===== config.mk =====
export PLATFORM = sky130hd
export DESIGN_NAME = wb_regfile_flat
export DESIGN_NICKNAME = d
export VERILOG_FILES = /design/src/rtl/wb_regfile_if.sv /design/src/rtl/wb_regfile.sv /design/src/flat_wrapper.sv
export SDC_FILE = /design/constraint.sdc
export NUM_CORES = 2
export LEC_CHECK = 0
export BUFFER_PORTS_ARGS = -buffer_cell sky130_fd_sc_hd__buf_2
export CAP_MARGIN = 5
export CELL_PAD_IN_SITES_DETAIL_PLACEMENT = 0
export CELL_PAD_IN_SITES_GLOBAL_PLACEMENT = 1
export CORE_ASPECT_RATIO = 0.5
export CORE_UTILIZATION = 34
export DETAILED_ROUTE_END_ITERATION = 12
export PLACE_DENSITY_LB_ADDON = 0.1
export SLEW_MARGIN = 20
export SYNTH_ARGS = -nofsm -noshare
export SYNTH_HDL_FRONTEND = slang
export SYNTH_SLANG_ARGS = --single-unit

===== constraint.sdc =====
create_clock -name clk -period 4.24 [get_ports clk]
set_input_delay 0.212 -clock clk [delete_from_list [all_inputs] [get_ports clk]]
set_output_delay 0.212 -clock clk [all_outputs]
set_load 0.03 [all_outputs]

===== src/rtl/wb_regfile_if.sv =====
// MEM/WB writeback bus plus the register-file read, forwarding and debug ports.
// The master is the pipeline side; the slave is wb_regfile.
interface wb_regfile_if #(
   parameter int unsigned DATA_W = 32,
   parameter int unsigned ADDR_W = 5
);
   logic              regW_in;
   logic              memToR_in;
   logic [ADDR_W-1:0] gprDes_in;
   logic [DATA_W-1:0] aluOut_in;
   logic [DATA_W-1:0] memOut_in;
   logic [ADDR_W-1:0] rs_addr;
   logic [ADDR_W-1:0] rt_addr;
   logic [DATA_W-1:0] rs_data;
   logic [DATA_W-1:0] rt_data;
   logic [DATA_W-1:0] wbData_out;
   logic [ADDR_W-1:0] wbLastDes_out;
   logic [DATA_W-1:0] wbLastData_out;
   logic              wbLastValid_out;
   logic [ADDR_W-1:0] dbg_addr;
   logic [DATA_W-1:0] dbg_data;

   modport master (
      output regW_in, memToR_in, gprDes_in, aluOut_in, memOut_in,
             rs_addr, rt_addr, dbg_addr,
      input  rs_data, rt_data, wbData_out, wbLastDes_out, wbLastData_out,
             wbLastValid_out, dbg_data
   );

   modport slave (
      input  regW_in, memToR_in, gprDes_in, aluOut_in, memOut_in,
             rs_addr, rt_addr, dbg_addr,
      output rs_data, rt_data, wbData_out, wbLastDes_out, wbLastData_out,
             wbLastValid_out, dbg_data
   );
endinterface


===== src/rtl/wb_regfile.sv =====
// Writeback stage and GPR file: selects the MEM/WB result, commits it, serves
// two read ports with optional write-through bypass, and records the last write.
module wb_regfile #(
   parameter int unsigned DATA_W = 32,
   parameter int unsigned ADDR_W = 5,
   parameter bit          BYPASS = 1'b1
) (
   input logic         clk,
   input logic         rst,
   wb_regfile_if.slave bus
);
   localparam int unsigned DEPTH = 2 ** ADDR_W;

   logic [DATA_W-1:0] gpr [DEPTH];
   logic [DATA_W-1:0] wbData;
   logic              we;
   logic [ADDR_W-1:0] lastDes;
   logic [DATA_W-1:0] lastData;
   logic              lastValid;

   // r0 is excluded from the enable so it also never bypasses.
   always_comb begin
      wbData = bus.memToR_in ? bus.memOut_in : bus.aluOut_in;
      we     = bus.regW_in && (bus.gprDes_in != '0) && !rst;
   end

   always_ff @(posedge clk) begin
      if (rst) begin
         for (int unsigned i = 0; i < DEPTH; i++) gpr[i] <= '0;
         lastDes   <= '0;
         lastData  <= '0;
         lastValid <= 1'b0;
      end else begin
         if (we) gpr[bus.gprDes_in] <= wbData;
         lastDes   <= bus.gprDes_in;
         lastData  <= wbData;
         lastValid <= we;
      end
   end

   always_comb begin
      bus.rs_data = gpr[bus.rs_addr];
      if (bus.rs_addr == '0)
         bus.rs_data = '0;
      else if (BYPASS && we && (bus.rs_addr == bus.gprDes_in))
         bus.rs_data = wbData;
   end

   always_comb begin
      bus.rt_data = gpr[bus.rt_addr];
      if (bus.rt_addr == '0)
         bus.rt_data = '0;
      else if (BYPASS && we && (bus.rt_addr == bus.gprDes_in))
         bus.rt_data = wbData;
   end

   always_comb begin
      bus.wbData_out      = wbData;
      bus.dbg_data        = gpr[bus.dbg_addr];
      bus.wbLastDes_out   = lastDes;
      bus.wbLastData_out  = lastData;
      bus.wbLastValid_out = lastValid;
   end
endmodule

===== src/flat_wrapper.sv =====
// flat-port wrapper written by rule: the top's interface ports become plain ports
module wb_regfile_flat 
#(
   parameter int unsigned DATA_W = 32,
   parameter int unsigned ADDR_W = 5,
   parameter bit          BYPASS = 1'b1
)
  (clk, rst, bus_regW_in, bus_memToR_in, bus_gprDes_in, bus_aluOut_in, bus_memOut_in, bus_rs_addr, bus_rt_addr, bus_dbg_addr, bus_rs_data, bus_rt_data, bus_wbData_out, bus_wbLastDes_out, bus_wbLastData_out, bus_wbLastValid_out, bus_dbg_data);
  wb_regfile_if #(.DATA_W(DATA_W), .ADDR_W(ADDR_W)) bus_i ();
  input logic clk;
  input logic rst;
  input wire logic [$bits(bus_i.regW_in)-1:0] bus_regW_in;
  input wire logic [$bits(bus_i.memToR_in)-1:0] bus_memToR_in;
  input wire logic [$bits(bus_i.gprDes_in)-1:0] bus_gprDes_in;
  input wire logic [$bits(bus_i.aluOut_in)-1:0] bus_aluOut_in;
  input wire logic [$bits(bus_i.memOut_in)-1:0] bus_memOut_in;
  input wire logic [$bits(bus_i.rs_addr)-1:0] bus_rs_addr;
  input wire logic [$bits(bus_i.rt_addr)-1:0] bus_rt_addr;
  input wire logic [$bits(bus_i.dbg_addr)-1:0] bus_dbg_addr;
  output wire logic [$bits(bus_i.rs_data)-1:0] bus_rs_data;
  output wire logic [$bits(bus_i.rt_data)-1:0] bus_rt_data;
  output wire logic [$bits(bus_i.wbData_out)-1:0] bus_wbData_out;
  output wire logic [$bits(bus_i.wbLastDes_out)-1:0] bus_wbLastDes_out;
  output wire logic [$bits(bus_i.wbLastData_out)-1:0] bus_wbLastData_out;
  output wire logic [$bits(bus_i.wbLastValid_out)-1:0] bus_wbLastValid_out;
  output wire logic [$bits(bus_i.dbg_data)-1:0] bus_dbg_data;
  assign bus_i.regW_in = bus_regW_in;
  assign bus_i.memToR_in = bus_memToR_in;
  assign bus_i.gprDes_in = bus_gprDes_in;
  assign bus_i.aluOut_in = bus_aluOut_in;
  assign bus_i.memOut_in = bus_memOut_in;
  assign bus_i.rs_addr = bus_rs_addr;
  assign bus_i.rt_addr = bus_rt_addr;
  assign bus_i.dbg_addr = bus_dbg_addr;
  assign bus_rs_data = bus_i.rs_data;
  assign bus_rt_data = bus_i.rt_data;
  assign bus_wbData_out = bus_i.wbData_out;
  assign bus_wbLastDes_out = bus_i.wbLastDes_out;
  assign bus_wbLastData_out = bus_i.wbLastData_out;
  assign bus_wbLastValid_out = bus_i.wbLastValid_out;
  assign bus_dbg_data = bus_i.dbg_data;
  wb_regfile #(.DATA_W(DATA_W), .ADDR_W(ADDR_W), .BYPASS(BYPASS)) u_core (.clk(clk), .rst(rst), .bus(bus_i));
endmodule

==> impl_metrics.yaml <==
status:
  outcome: "complete, no violations"
placed_design:
  dp_hpwl_um: 182200
  gp_congestion: 0.8929
  port_buffers: 253
  dp_cells: 7004
power_and_ir_drop:
  power_uw: 27600
  p_leak_uw: 0.02528
  ir_drop_uv: 282.8
  powerDensity_nw_per_um2: 386.3
floorplan:
  coreArea_um2: 181000
  num_rows: 110
  initial_core_util_pct: 34.45
  die_y_um: 304.8
  die-area_um2: 185200
  die_w_um: 607.6
  io_pins: 254
clock_tree:
  cts_resized: 0
  cts_post_setup_buffers_inserted: 0
  cts_buffers: 108
  cts_buffer_depth: 3
  path_clk_slew_ps: 70
  cts_sinks: 1062
  cts-htree-levels: 3
  cts_tree: "built"
  cts-root-buf: "clkbuf_16"
logic_synthesis:
  postSynthCellCount: 4603
  ys_warn_count: 0
  synth_top_area_share_pct: 49.32
  synth_enable_flop_cells: 1024
  ys.flop_type: "edfxtp_1"
  ys_ff_latch: 1062
  yosys.cell_count.top_type: "nor2_1"
  postSynthAreaPerCell_um2: 13.54
  synth_top_area_cell: "edfxtp_1"
  synthTopCellsByArea: "edfxtp_1 49%, mux4_2 23%, nor2_1 6.6%"
  synth_seq_area_share_pct: 50.54
  yosys-top-cells-count: "1095 x nor2_1, 1024 x edfxtp_1, 637 x mux4_2"
  async_flop_share_pct: 0
  synth_cell_types: 47
  syn_area_um2: 62350
sta:
  fin_crit_sh_pct: 94.49
  setup_viol_count_final: 0
  fin_crit_ps: 4006
  rsz0062_at_grt: "false"
  clock.fmax_mhz: 249.6
  fin_tns_setup_ps: 0
  timing.final.hold_violations: 0
  worst_slew_pin_slew_ps: 1270
  slew_headroom_pct: 15.31
  hold_ws_ps: 39.11
  slew_viol_final: 0
worst_hold_path:
  min_delay_path_depth: 4
  hold_class: "in2reg"
  hold_end: "u_core.bus.wbLastData_out[2]"
  hp-start: "bus_memOut_in[2]"
route:
  drt-pass1-iter-count: 6
  drt-wirelength-per-cell_um: 42.46
  routed_via_density: 6.613
  dr_total_vias: 47840
  routed_wl_um: 307200
  drc: 0
  drt_iter0_markers: 7785
  antenna_left: 0
critical_path:
  criticalPathCategory: "in2out"
  cp.arrival_ps: 3790
  end_kind: "primary output"
  crit_required_ps: 4030
  startpoint_type: "input pin"
  cp_max_fo: 19
global_route:
  overflow: 0
  antenna_found_initial: 20
  grt_max_degree: 80
  track_usage_pct: 32.55
  grt_pass1_vias: 46280
  grt_pass1_wl_um: 408000
layout:
  nets: 4826
  drive_above_1_share_pct: 31.93
  synthToLayoutAreaGrowth_pct: 14.59
  stdcell_count: 7234
flow_run:
  drv_cap: 0
-- per-layer routing --
metal / share of wire [%] / track usage, % / routed length [um] / up-vias
li1: - / - / - / 18230
met1: 41 / 45.59 / 126100 / 25460
met2: 42 / 47.52 / 130200 / 3483
met3: 11 / 7.920 / 34110 / 659
met4: 5.4 / 15.19 / 16660 / 10
met5: 0.023 / 0.2043 / 72 / -
-- what timing repair did --
action                                 in CTS  in global routing
setup endpoints to repair                   0                  0
endpoints found under the hold margin     148                  0
hold buffers                               31                  0
-- registers in the layout (all words and copies together) (netlist names) --
name                        flops
u_core.bus.wbLastData_out      32
u_core.gpr                   1024
u_core.bus.wbLastValid_out      1
u_core.bus.wbLastDes_out        5
-- where the power goes --
part | switching, uW | internal (uW) | leakage [uW]
combinational | 3330 | 2050 | 0.0136
clock | 4530 | 5170 | 0.00164
sequential | 430 | 12100 | 0.0101
-- logic make-up after synthesis --
family | Yosys count | synth area share [%]
simple gates | 1275 | 8.090
mux | 1101 | 30.78
flops | 1062 | 50.54
compound gates | 600 | 6.729
buf+inv | 554 | 3.719
xor+xnor | 10 | 0.1405
other cells | 1 | 0.006015
-- how the worst max path moves through the flow --
stage               slack (ps)           endpoint        startpoint
floorplan                 1740  u_core.gpr[25][0]               rst
global placement           750     bus_rt_data[6]    bus_rt_addr[0]
detailed placement         750     bus_rt_data[8]    bus_rt_addr[0]
CTS                        440     bus_rt_data[8]  bus_gprDes_in[3]
global route               310     bus_rt_data[8]  bus_gprDes_in[3]
finish                     230    bus_rt_data[11]  bus_gprDes_in[3]
-- worst max-delay path, cell delays in order --
cell           delay (ps)
dlygate4sd3_1         600
buf_2                 340
or3_1                 160
o21ai_0               150
inv_2                 550
nand4_1               230
buf_4                 380
a31oi_1               780
buf_2                 350
-- through the flow --
stage / setup slack [ps] / utilization [%] / area [um2]
2_1_floorplan: 1738 / - / 62460
3_3_place_gp: 749.4 / 37.43 / 67750
3_5_place_dp: 751.7 / 37.45 / 67780
4_1_cts: 436.4 / 39.46 / 71420
5_1_grt: 308.5 / 39.47 / 71440
6_report: 233.6 / 39.47 / 71440
-- area by class of cell --
type | count | area (um2)
Fill cell | 16830 | 109500
Sequential cell | 1062 | 31510
Multi-Input combinational cell | 3018 | 29440
Timing Repair Buffer | 512 | 4009
Tap cell | 2408 | 3013
Clock buffer | 132 | 2899
Clock inverter | 63 | 431.7
Inverter | 36 | 135.1
Antenna cell | 3 | 7.507
-- placed cells by master (no fill, tap or decap), types with 31 or more instances in the layout --
| master | instances |
|---|---|
| a21o_1 | 31 |
| a21oi_1 | 64 |
| a221oi_1 | 31 |
| a22o_1 | 156 |
| a22oi_1 | 62 |
| a31oi_1 | 31 |
| buf_12 | 49 |
| buf_2 | 239 |
| buf_4 | 184 |
| clkbuf_16 | 113 |
| clkinv_1 | 34 |
| conb_1 | 32 |
| dfxtp_1 | 38 |
| dlygate4sd3_1 | 31 |
| edfxtp_1 | 1024 |
| inv_1 | 35 |
| mux2_2 | 158 |
| mux2i_1 | 274 |
| mux2i_4 | 32 |
| mux4_2 | 637 |
| nand2_1 | 36 |
| nand2_2 | 33 |
| nor2_1 | 1090 |
| nor3_1 | 35 |
| o21ai_0 | 126 |
| o221ai_1 | 32 |
| o22ai_1 | 62 |
(Power assumes the default switching activity.)
